--- config.mk ---
export PLATFORM = sky130hd
export DESIGN_NAME = alu_rr_arbiter
export DESIGN_NICKNAME = d
export VERILOG_FILES = /design/src/rtl/alu_rr_arbiter.sv
export SDC_FILE = /design/constraint.sdc
export NUM_CORES = 1
export LEC_CHECK = 0
export CORE_ASPECT_RATIO = 0.8
export CORE_MARGIN = 2
export CORE_UTILIZATION = 40
export CTS_CLUSTER_DIAMETER = 40
export CTS_CLUSTER_SIZE = 14
export DETAILED_ROUTE_END_ITERATION = 12
export GPL_TIMING_DRIVEN = 0
export PLACE_DENSITY = 0.81
export SLEW_MARGIN = 10
export SYNTH_ARGS = -nofsm -noshare
export SYNTH_HDL_FRONTEND = slang
export SYNTH_SLANG_ARGS = --single-unit
--- constraint.sdc ---
create_clock -name clk -period 5.8 [get_ports clk]
set_clock_uncertainty 0.2 [all_clocks]
set_input_delay 0.87 -clock clk [delete_from_list [all_inputs] [get_ports clk]]
set_output_delay 0.87 -clock clk [all_outputs]
set_load 0.05 [all_outputs]
--- src/rtl/alu_rr_arbiter.sv ---
// Two-requester round-robin front end for a shared registered ALU.
// Each grant latches the winner's operands and pulses alu_en for one cycle.
// The following cycle waits for the ALU, and the cycle after that returns the
// result to the winner with a one-cycle done pulse.
module alu_rr_arbiter (
    input  logic        clk,
    input  logic        reset,
    input  logic        req0,
    input  logic        req1,
    input  logic [31:0] a0,
    input  logic [31:0] b0,
    input  logic [31:0] a1,
    input  logic [31:0] b1,
    input  logic [1:0]  op0,
    input  logic [1:0]  op1,
    output logic        ack0,
    output logic        ack1,
    output logic        done0,
    output logic        done1,
    output logic [31:0] res0,
    output logic [31:0] res1,
    output logic [31:0] alu_a,
    output logic [31:0] alu_b,
    output logic [1:0]  alu_op,
    output logic        alu_en,
    input  logic [31:0] alu_result,
    output logic        busy
);

    typedef enum logic [1:0] {
        IDLE  = 2'd0,
        ISSUE = 2'd1,
        WAIT  = 2'd2
    } state_t;

    state_t      r_state;
    logic        r_last;   // requester granted most recently
    logic        r_win;    // requester owning the operation in flight
    logic        r_ack0;
    logic        r_ack1;
    logic        r_done0;
    logic        r_done1;
    logic [31:0] r_res0;
    logic [31:0] r_res1;
    logic [31:0] r_alu_a;
    logic [31:0] r_alu_b;
    logic [1:0]  r_alu_op;
    logic        r_alu_en;
    logic        r_busy;

    logic        w_any_req;
    logic        w_pick1;

    // Requester 1 wins when it is alone, or on contention when 0 went last.
    assign w_any_req = req0 | req1;
    assign w_pick1   = req1 & (~req0 | ~r_last);

    // Single FSM: grant in IDLE, one issue cycle, one wait cycle, then deliver.
    always_ff @(posedge clk or posedge reset) begin
        if (reset) begin
            r_state  <= IDLE;
            r_last   <= 1'b1;
            r_win    <= 1'b0;
            r_ack0   <= 1'b0;
            r_ack1   <= 1'b0;
            r_done0  <= 1'b0;
            r_done1  <= 1'b0;
            r_res0   <= '0;
            r_res1   <= '0;
            r_alu_a  <= '0;
            r_alu_b  <= '0;
            r_alu_op <= '0;
            r_alu_en <= 1'b0;
            r_busy   <= 1'b0;
        end else begin
            case (r_state)
                IDLE: begin
                    r_done0 <= 1'b0;
                    r_done1 <= 1'b0;
                    if (w_any_req) begin
                        r_win    <= w_pick1;
                        r_alu_a  <= w_pick1 ? a1  : a0;
                        r_alu_b  <= w_pick1 ? b1  : b0;
                        r_alu_op <= w_pick1 ? op1 : op0;
                        r_alu_en <= 1'b1;
                        r_ack0   <= ~w_pick1;
                        r_ack1   <= w_pick1;
                        r_busy   <= 1'b1;
                        r_state  <= ISSUE;
                    end
                end
                ISSUE: begin
                    r_ack0   <= 1'b0;
                    r_ack1   <= 1'b0;
                    r_alu_en <= 1'b0;
                    r_state  <= WAIT;
                end
                WAIT: begin
                    if (r_win) begin
                        r_res1  <= alu_result;
                        r_done1 <= 1'b1;
                    end else begin
                        r_res0  <= alu_result;
                        r_done0 <= 1'b1;
                    end
                    r_last  <= r_win;
                    r_busy  <= 1'b0;
                    r_state <= IDLE;
                end
                default: begin
                    r_ack0   <= 1'b0;
                    r_ack1   <= 1'b0;
                    r_done0  <= 1'b0;
                    r_done1  <= 1'b0;
                    r_alu_en <= 1'b0;
                    r_busy   <= 1'b0;
                    r_state  <= IDLE;
                end
            endcase
        end
    end

    assign ack0   = r_ack0;
    assign ack1   = r_ack1;
    assign done0  = r_done0;
    assign done1  = r_done1;
    assign res0   = r_res0;
    assign res1   = r_res1;
    assign alu_a  = r_alu_a;
    assign alu_b  = r_alu_b;
    assign alu_op = r_alu_op;
    assign alu_en = r_alu_en;
    assign busy   = r_busy;

endmodule

=== Word level (Yosys, flattened, before mapping) ===
Cells that the tools add are included.

* Bits in registers: 140
* Output and inout bits: 136

* Equality and inequality tests: 5
* Muxes and demuxes: 16
* Bitwise operators: 9
* Reduce and logical (&&, ||, !) cells: 8

{| class="wikitable"
|+ Operators with widths
! operator !! count
|-
| $mux W32 || 2
|-
| $reduce_and A2 Y1 || 7
|-
| $pmux W1 S2 || 6
|-
| $ne A2 B2 Y1 const B || 3
|-
| $not A1 Y1 || 6
|-
| $mux W1 || 5
|-
| $mux W2 || 2
|-
| $pmux W2 S2 || 1
|-
| $eq A2 B1 Y1 const B || 1
|-
| $eq A2 B2 Y1 const B || 1
|-
| $logic_not A2 Y1 || 1
|-
| $or A1 B1 Y1 || 2
|-
| $and A1 B1 Y1 || 1
|}

=== Depth between registers and ports, before layout ===
Gate-level depths: netlist of run 1.

* Depth after elaboration: 6
* Gate-level depth with buffers: 7
* Depth with buffers taken out: 3

=== Worst setup path before layout of run 1 ===
Ideal clock, no wire load.

* Path kind: input port to flip-flop
* Start: input req0
* End: register r_alu_a[10], in the netlist alu_a[10]
* Arrival time: 1.744 ns
* Path slack: 3.730 ns
* Stages on the path: 6
* Path buffers: 3
* Cells stage by stage: nand2_1 > and3_4 > buf_6 > buf_6 > buf_6 > a221o_1

* Word-level cells in the longest chain between the ends: 4

{| class="wikitable"
|+ Ends and longest elaborated chain
! what !! line !! text
|-
| from (decl) || 8 || <nowiki>input logic req0,</nowiki>
|-
| $not A1 Y1 || 56 || <nowiki>assign w_pick1 = req1 & (~req0 | ~r_last);</nowiki>
|-
| $or A1 B1 Y1 || 56 ||
|-
| $and A1 B1 Y1 || 56 ||
|-
| $mux W32 || 82 || <nowiki>r_alu_a <= w_pick1 ? a1 : a0;</nowiki>
|-
| to (signal assigned) || 82 ||
|-
| to (decl) || 45 || <nowiki>logic [31:0] r_alu_a;</nowiki>
|}

Several ways; a longest one is shown, not always the timed one.
A chain may end at the register's enable or synchronous reset.

=== Final worst setup path of run 1 ===
* Start: register r_alu_b[16], in the netlist alu_b[16]
* End: output alu_b[16]

{| class="wikitable"
|+ RTL lines
! what !! line !! text
|-
| from (decl) || 46 || <nowiki>logic [31:0] r_alu_b;</nowiki>
|-
| from (signal assigned) || 83 || <nowiki>r_alu_b <= w_pick1 ? b1 : b0;</nowiki>
|-
| to (decl) || 23 || <nowiki>output logic [31:0] alu_b,</nowiki>
|}

No word-level cell between the ends.

==> reports/summary.log, run 1 <==
[status] outcome finished clean
[critical_path] worst path arrival time 1.69 ns
[grt] number of global-route vias before repair 5,341
[critical_path] category of the most critical setup path reg2out
[placement] post-place setup slack 2.82 ns
[floorplan] die area 15,400 um^2
[clock_tree] Sinks on Clock Net 140
[min_path] Endpoint, Worst Hold r_last$_DFFE_PP1N_
[sta] final count of negative-setup-slack endpoints 0
[synthesis] xor/xnor share of the synthesized area 0
[route] count of antenna-violating nets left after detailed routing 0
[synthesis] simple logic cell fraction of the synthesized area 0.0208
[route] mean number of vias per cell 5.28
[clock_tree] CTS tree yes
[route] length of the first detailed-routing pass in iterations 4
[flow_run] number of max-cap violations 0
[critical_path] end of the worst register-to-register path res0[15]$_DFFE_PP0P_
[sta] ratio of final minimum period to clock period 0.476
[synthesis] Post-Syn Area per Cell 14.1 um^2
[sta] slew at the pin with the worst max-slew slack 0.655 ns
[synthesis] largest family of logic cells by synthesized area compound AO/OA/AOI/OAI gates
[finish] count of filler cells inserted in the layout 1,017
[min_path] Min-Delay Path Class reg2reg
[power] peak supply drop 0.474 mV
[finish] fraction of final layout cells with drive strength greater than 1 0.160
[finish] Synth-to-Final Area Change 67.2%
[finish] Final Instance Count excl. Fillers 928
[grt] GRT Util Overall 0.241
[synthesis] biggest area contributors in the synthesized netlist dfrtp_1 60%, mux2_2 12%, a221o_1 11%
[synthesis] share of the synthesized area in the top cell type 0.603
[synthesis] library cells used by synthesis 24
[sta] setup_tns 0 ns
[critical_path] cells traversed along the worst timing path clkdlybuf4s50_1
[critical_path] worst flop-to-flop path startpoint r_state[0]$_DFFE_PP0P_
[floorplan] site row count 39
[synthesis] Synth Area in Compound Gates 0.209
[critical_path] Crit. End Element output pin
[synthesis] fraction of synthesized area in multiplexers 0.125
[power] PwrDens 708 nW/um^2
[floorplan] Initial Util 0.406
[grt] largest net degree at the start of global routing 72
[sta] PnR worst setup slack 3.04 ns
[route] # DRC 0
[placement] placed insts 896
[floorplan] ports placed on the boundary 304
[placement] sum of net half-perimeters after detailed placement 13,900 um
[synthesis] post-synth net total 576
[clock_tree] CTS Buf Count 17
[critical_path] reg-to-reg slack, setup 3.75 ns
[sta] setup repair after global routing missed its margin false
[critical_path] number of buffers and inverters on the critical path 1
[placement] count of port buffers added during placement 303
[critical_path] Worst R2R Path Depth 4
[floorplan] floorplan core area 14,200 um^2
[sta] final hold violation count 0
[finish] Final nets 899
[synthesis] number of warning messages in the yosys log 0
[critical_path] critical path startpoint category register
[synthesis] count of state elements after synthesis 140
[clock_tree] insertion delay to the later sink of the worst-skew pair 0.42 ns
[min_path] startpoint of the worst hold path r_last$_DFFE_PP1N_
[critical_path] slowest stage cell, crit path clkdlybuf4s50_1
[critical_path] Top Family by Delay on Critical Path buffers and inverters
[grt] number of antenna violations at the first check in global routing 0
[sta] worst slew margin relative to its limit 0.562
[clock_tree] count of buffers added by post-CTS timing repair for setup 0
[finish] number of diodes added for antenna fixing 0
[sta] final count of pins violating max slew 0
[clock_tree] Max Buffers Root-to-Sink 2
[synthesis] part of the Yosys area used for sequential elements 0.607
[critical_path] longest individual stage delay on the worst path 0.85 ns
[route] post-detailed-route wirelength per cell 19.6 um
[synthesis] area of the mapped netlist 5770 um^2
[synthesis] arithmetic-cell share of the synthesized area counting full adders, half adders and majority gates 0
[route] violation count after the first detailed-routing iteration 283
[clock_tree] deepest level of the CTS H-tree 4
[sta] clock period minus final worst setup slack 2.76 ns
[grt] global-route wire length before repair 28,800 um
[clock_tree] Reg clk slew, reported paths 0.05 ns
[clock_tree] Resized cells post-CTS 0
[route] Detailed Route WL 18,200 um
[grt] aggregate global routing overflow 0
[critical_path] worst path required time 4.73 ns
[synthesis] library cell occupying the most area in the post-synthesis netlist dfrtp_1
[route] via count 4,901
[clock_tree] # hold bufs at CTS 0
[clock_tree] CTS root buffer clkbuf_16
[critical_path] biggest fanout along the worst timing path 2
[min_path] depth of the worst hold-timing path 2
[placement] final estimated routing congestion in global placement 0.859
[synthesis] number of cells produced by synthesis 408
[sta] timing-limited maximum frequency 0.362 GHz
[power] leakage power figure 0.00399 uW
[floorplan] Vert. Die Dim 111 um
[floorplan] overall die width 138 um
layout make-up:
class | instances | area (um^2) | share of cell area
clock inverter | 9 | 114 | 0.0118
buffer | 37 | 203 | 0.0210
timing repair buffer | 304 | 3060 | 0.317
multi-input combinational | 227 | 2050 | 0.212
inverter | 4 | 20.0 | 0.00207
tap | 184 | 230 | 0.0239
clock buffer | 23 | 468 | 0.0485
sequential | 140 | 3500 | 0.363
cell usage in the layout, fill, tap and decap left out:
| master | n |
|---|---|
| nor2_1 | 5 |
| buf_4 | 1 |
| o21a_1 | 66 |
| mux2_1 | 1 |
| clkbuf_8 | 2 |
| clkdlybuf4s50_1 | 303 |
| dfstp_2 | 1 |
| and3_4 | 1 |
| nand3b_1 | 2 |
| clkinvlp_4 | 3 |
| clkbuf_1 | 17 |
| a221o_1 | 66 |
| nor2b_1 | 3 |
| and3_1 | 1 |
| dfrtp_1 | 139 |
| o22ai_1 | 2 |
| clkinv_2 | 1 |
| o21ai_0 | 3 |
| inv_1 | 3 |
| or2_1 | 1 |
| inv_6 | 1 |
| buf_16 | 1 |
| buf_6 | 5 |
| o21bai_1 | 1 |
| clkinv_4 | 3 |
| clkbuf_16 | 17 |
| bufinv_16 | 2 |
| mux2_2 | 63 |
| nand2b_1 | 4 |
| a22oi_1 | 1 |
| nand2_1 | 5 |
| buf_2 | 18 |
| a21oi_1 | 2 |
through the flow:
step           power, uW  area (um^2)  hold slack (ns)   util
5_1_grt             7120         9650            0.313  0.680
4_1_cts             6880         9650            0.296  0.680
3_3_place_gp        5700         9030            0.274  0.636
3_5_place_dp        5790         9070            0.285  0.639
6_report            6830         9650            0.287  0.680
2_1_floorplan       4360         5770            0.251      -
metal layers:
metal / routed length (um) / global-route usage / vias to the layer above
met5: 0 / 0 / -
met4: 437 / 0.103 / 0
met3: 1190 / 0.0632 / 36
met2: 9320 / 0.422 / 220
met1: 7200 / 0.283 / 2438
li1: - / - / 2207
worst max-delay path by stage:
stage | slack, ns | end | depth (start not counted) | startpoint
5_1_grt | 3.02 | alu_b[20] | 1 | alu_b[20]$_DFFE_PP0P_
6_report | 3.04 | alu_b[16] | 1 | alu_b[16]$_DFFE_PP0P_
3_3_place_gp | -0.75 | alu_b[2]$_DFFE_PP0P_ | 2 | reset
4_1_cts | 3.02 | alu_b[20] | 1 | alu_b[20]$_DFFE_PP0P_
3_5_place_dp | 2.82 | alu_a[8]$_DFFE_PP0P_ | 5 | req0
2_1_floorplan | 0.98 | ack0$_DFFE_PP0P_ | 1 | reset
kinds of logic after synthesis:
group	count (synthesis)
AOI/OAI and AO/OA	141
DFF	140
muxes	64
buffers and inverters	41
and+or+nand+nor	22
report_power, final:
| part | switching (uW) | leakage (uW) | total, uW | internal (uW) |
|---|---|---|---|---|
| Combinational | 2480 | 0.00203 | 4010 | 1530 |
| Sequential | 290 | 0.00169 | 1760 | 1470 |
| Clock | 405 | 0.000274 | 1060 | 656 |
| Total | 3180 | 0.00399 | 6830 | 3660 |
synthesized netlist by cell type:
| library cell | n |
|---|---|
| a221o_1 | 66 |
| nand2b_1 | 4 |
| a22oi_1 | 1 |
| buf_2 | 18 |
| buf_6 | 5 |
| dfstp_2 | 1 |
| nor2_1 | 5 |
| nor2b_1 | 3 |
| o22ai_1 | 2 |
| mux2_1 | 1 |
| nand2_1 | 5 |
| and3_1 | 1 |
| and3_4 | 1 |
| o21ai_0 | 3 |
| a21oi_1 | 2 |
| o21bai_1 | 1 |
| or2_1 | 1 |
| clkbuf_1 | 13 |
| buf_4 | 1 |
| dfrtp_1 | 139 |
| nand3b_1 | 2 |
| o21a_1 | 66 |
| mux2_2 | 63 |
| inv_1 | 4 |
sequential cells by signal, summed over array words and instances, names as in the netlist:
signal   count
ack0         1
ack1         1
alu_a       32
alu_b       32
alu_en       1
alu_op       2
busy         1
done0        1
done1        1
r_last       1
r_state      2
r_win        1
res0        32
res1        32
(Power assumes the default switching activity.)
==> run 2, diff against run 1 <==
--- a/config.mk
+++ b/config.mk
@@ -7,12 +7,12 @@
 export LEC_CHECK = 0
 export CORE_ASPECT_RATIO = 0.8
 export CORE_MARGIN = 2
-export CORE_UTILIZATION = 40
+export CORE_UTILIZATION = 36
 export CTS_CLUSTER_DIAMETER = 40
 export CTS_CLUSTER_SIZE = 14
 export DETAILED_ROUTE_END_ITERATION = 12
 export GPL_TIMING_DRIVEN = 0
-export PLACE_DENSITY = 0.81
+export PLACE_DENSITY = 0.77
 export SLEW_MARGIN = 10
 export SYNTH_ARGS = -nofsm -noshare
 export SYNTH_HDL_FRONTEND = slang
==> constraint.sdc (replaced) <==
create_clock -name clk -period 2.45 [get_ports clk]
set_clock_uncertainty 0.2 [all_clocks]
set_input_delay 0.3675 -clock clk [delete_from_list [all_inputs] [get_ports clk]]
set_output_delay 0.3675 -clock clk [all_outputs]
set_load 0.05 [all_outputs]
==> run 2 against run 1 <==
  * Critical path depth stayed put
  * Routed wire length is 0.66% higher
  * Worst setup slack worse by 2.8 ns
  * Combinational power is 140% higher
  * Die area is 11% higher
  * Register-to-register slack worse by 3.3 ns
  * Flip-flop and latch count stayed put
==> reports/summary.log, run 2 (synthesis results as in run 1) <==
[critical_path] biggest fanout along the worst timing path 3
[finish] most used cells in the layout excluding fill and tap cells 303 x clkdlybuf4s50_1, 139 x dfrtp_1, 66 x o21a_1, 66 x a221o_1, 63 x mux2_2
[route] post-detailed-route wirelength per cell 19.0 um
[clock_tree] deepest level of the CTS H-tree 4
[power] PwrDens 1670 nW/um^2
[route] # DRC 0
[route] Detailed Route WL 18,300 um
[power] switch share 0.465
[floorplan] Initial Util 0.366
[sta] timing-limited maximum frequency 0.449 GHz
[power] cell-internal power 8720 uW
[finish] Final Instance Count excl. Fillers 960
[grt] number of global-route vias before repair 5,235
[sta] ratio of final minimum period to clock period 0.909
[clock_tree] count of buffers added by post-CTS timing repair for setup 0
[critical_path] worst path arrival time 1.66 ns
[floorplan] floorplan core area 15,700 um^2
[finish] leading cell type in the layout, fill and taps excluded clkdlybuf4s50_1
[floorplan] ports placed on the boundary 304
[finish] Final nets 901
[clock_tree] CTS Buf Count 17
[clock_tree] Sinks on Clock Net 140
[floorplan] die area 17,100 um^2
[route] length of the first detailed-routing pass in iterations 4
[clock_tree] insertion delay to the later sink of the worst-skew pair 0.42 ns
[sta] clock period minus final worst setup slack 2.23 ns
[clock_tree] CTS root buffer clkbuf_16
[placement] placed insts 929
[sta] setup repair after global routing missed its margin false
[min_path] Min-Delay Path Class in2async
[power] net switching power of the design 7570 uW
[power] leakage power figure 0.00402 uW
[critical_path] Crit. End Element output pin
[finish] number of diodes added for antenna fixing 0
[finish] count of filler cells inserted in the layout 1,234
[critical_path] Top Family by Delay on Critical Path buffers and inverters
[clock_tree] # hold bufs at CTS 0
[sta] final count of pins violating max slew 0
[route] count of antenna-violating nets left after detailed routing 0
[sta] worst slew margin relative to its limit 0.469
[floorplan] site row count 41
[critical_path] longest individual stage delay on the worst path 0.85 ns
[power] peak supply drop 0.769 mV
[floorplan] Vert. Die Dim 117 um
[status] outcome finished clean
[power] Sequential Power Share 0.255
[grt] largest net degree at the start of global routing 40
[power] power consumption 16,300 uW
[clock_tree] CTS tree yes
[critical_path] cells traversed along the worst timing path clkdlybuf4s50_1
[finish] Multi-input gate area 2050 um^2
[grt] GRT Util Overall 0.213
[route] violation count after the first detailed-routing iteration 271
[sta] final hold violation count 0
[power] combinational fraction of design power 0.582
[grt] aggregate global routing overflow 0
[clock_tree] Resized cells post-CTS 0
[power] Clk network pwr share 0.164
[placement] final estimated routing congestion in global placement 0.774
[route] via count 4,893
[placement] sum of net half-perimeters after detailed placement 13,800 um
[critical_path] worst path required time 1.88 ns
[finish] fraction of final layout cells with drive strength greater than 1 0.166
[placement] count of port buffers added during placement 303
[critical_path] number of buffers and inverters on the critical path 1
[finish] Synth-to-Final Area Change 68.8%
[critical_path] slowest stage cell, crit path clkdlybuf4s50_1
[sta] slew at the pin with the worst max-slew slack 0.795 ns
[finish] register area 3500 um^2
[clock_tree] Reg clk slew, reported paths 0.07 ns
[grt] global-route wire length before repair 28,100 um
[route] mean number of vias per cell 5.10
[grt] number of antenna violations at the first check in global routing 0
[critical_path] critical path startpoint category register
[critical_path] category of the most critical setup path reg2out
[flow_run] number of max-cap violations 0
[sta] final count of negative-setup-slack endpoints 0
[clock_tree] Max Buffers Root-to-Sink 2
[floorplan] overall die width 146 um
[run 2: path summary, 6_finish.rpt]
check / from / to / slack (ns) / cells after the start
max: ack1$_DFFE_PP0P_ / ack1 / 0.22 / 1
min: reset / res0[26]$_DFFE_PP0P_ / 0.25 / 2
max reg2reg: r_state[0]$_DFFE_PP0P_ / alu_a[23]$_DFFE_PP0P_ / 0.44 / 5
min reg2reg: r_last$_DFFE_PP1N_ / r_last$_DFFE_PP1N_ / 0.28 / 2
max in group asynchronous: reset / alu_b[1]$_DFFE_PP0P_ / 0.87 / 4
min in group clk: r_last$_DFFE_PP1N_ / r_last$_DFFE_PP1N_ / 0.28 / 2
[run 2: layer usage]
metal	GRT usage	vias up	share of wire
met5	0	-	0
met4	0.0680	0	0.012
met3	0.0744	15	0.073
met2	0.363	225	0.49
met1	0.259	2436	0.42
li1	-	2217	-
[run 2: layout make-up]
class	instances	area share
buffer	37	0.0208
clock buffer	17	0.0437
clock inverter	14	0.0187
inverter	4	0.00193
multi-input combinational	227	0.210
sequential	140	0.360
tap	215	0.0276
timing repair buffer	306	0.317
[run 2: power groups by stage]
stage	clock network [uW]	logic [uW]	registers (uW)
3_3_place_gp	0	9370	4100
6_report	2670	9480	4150
4_1_cts	2720	9550	4150
5_1_grt	2820	9880	4290
2_1_floorplan	0	2340	7990
3_5_place_dp	0	9520	4170
[run 2: through the flow]
| step | utilization | worst slack (ns) | TNS, ns | instance area, um^2 | hold slack, ns |
|---|---|---|---|---|---|
| 2_1_floorplan | - | 0.134 | 0 | 5780 | 0.251 |
| 3_3_place_gp | 0.576 | -1.01 | -139.47 | 9080 | 0.271 |
| 3_5_place_dp | 0.580 | -0.133 | -5.49 | 9140 | 0.278 |
| 4_1_cts | 0.619 | 0.202 | 0 | 9750 | 0.248 |
| 5_1_grt | 0.619 | 0.183 | 0 | 9750 | 0.297 |
| 6_report | 0.619 | 0.224 | 0 | 9750 | 0.249 |
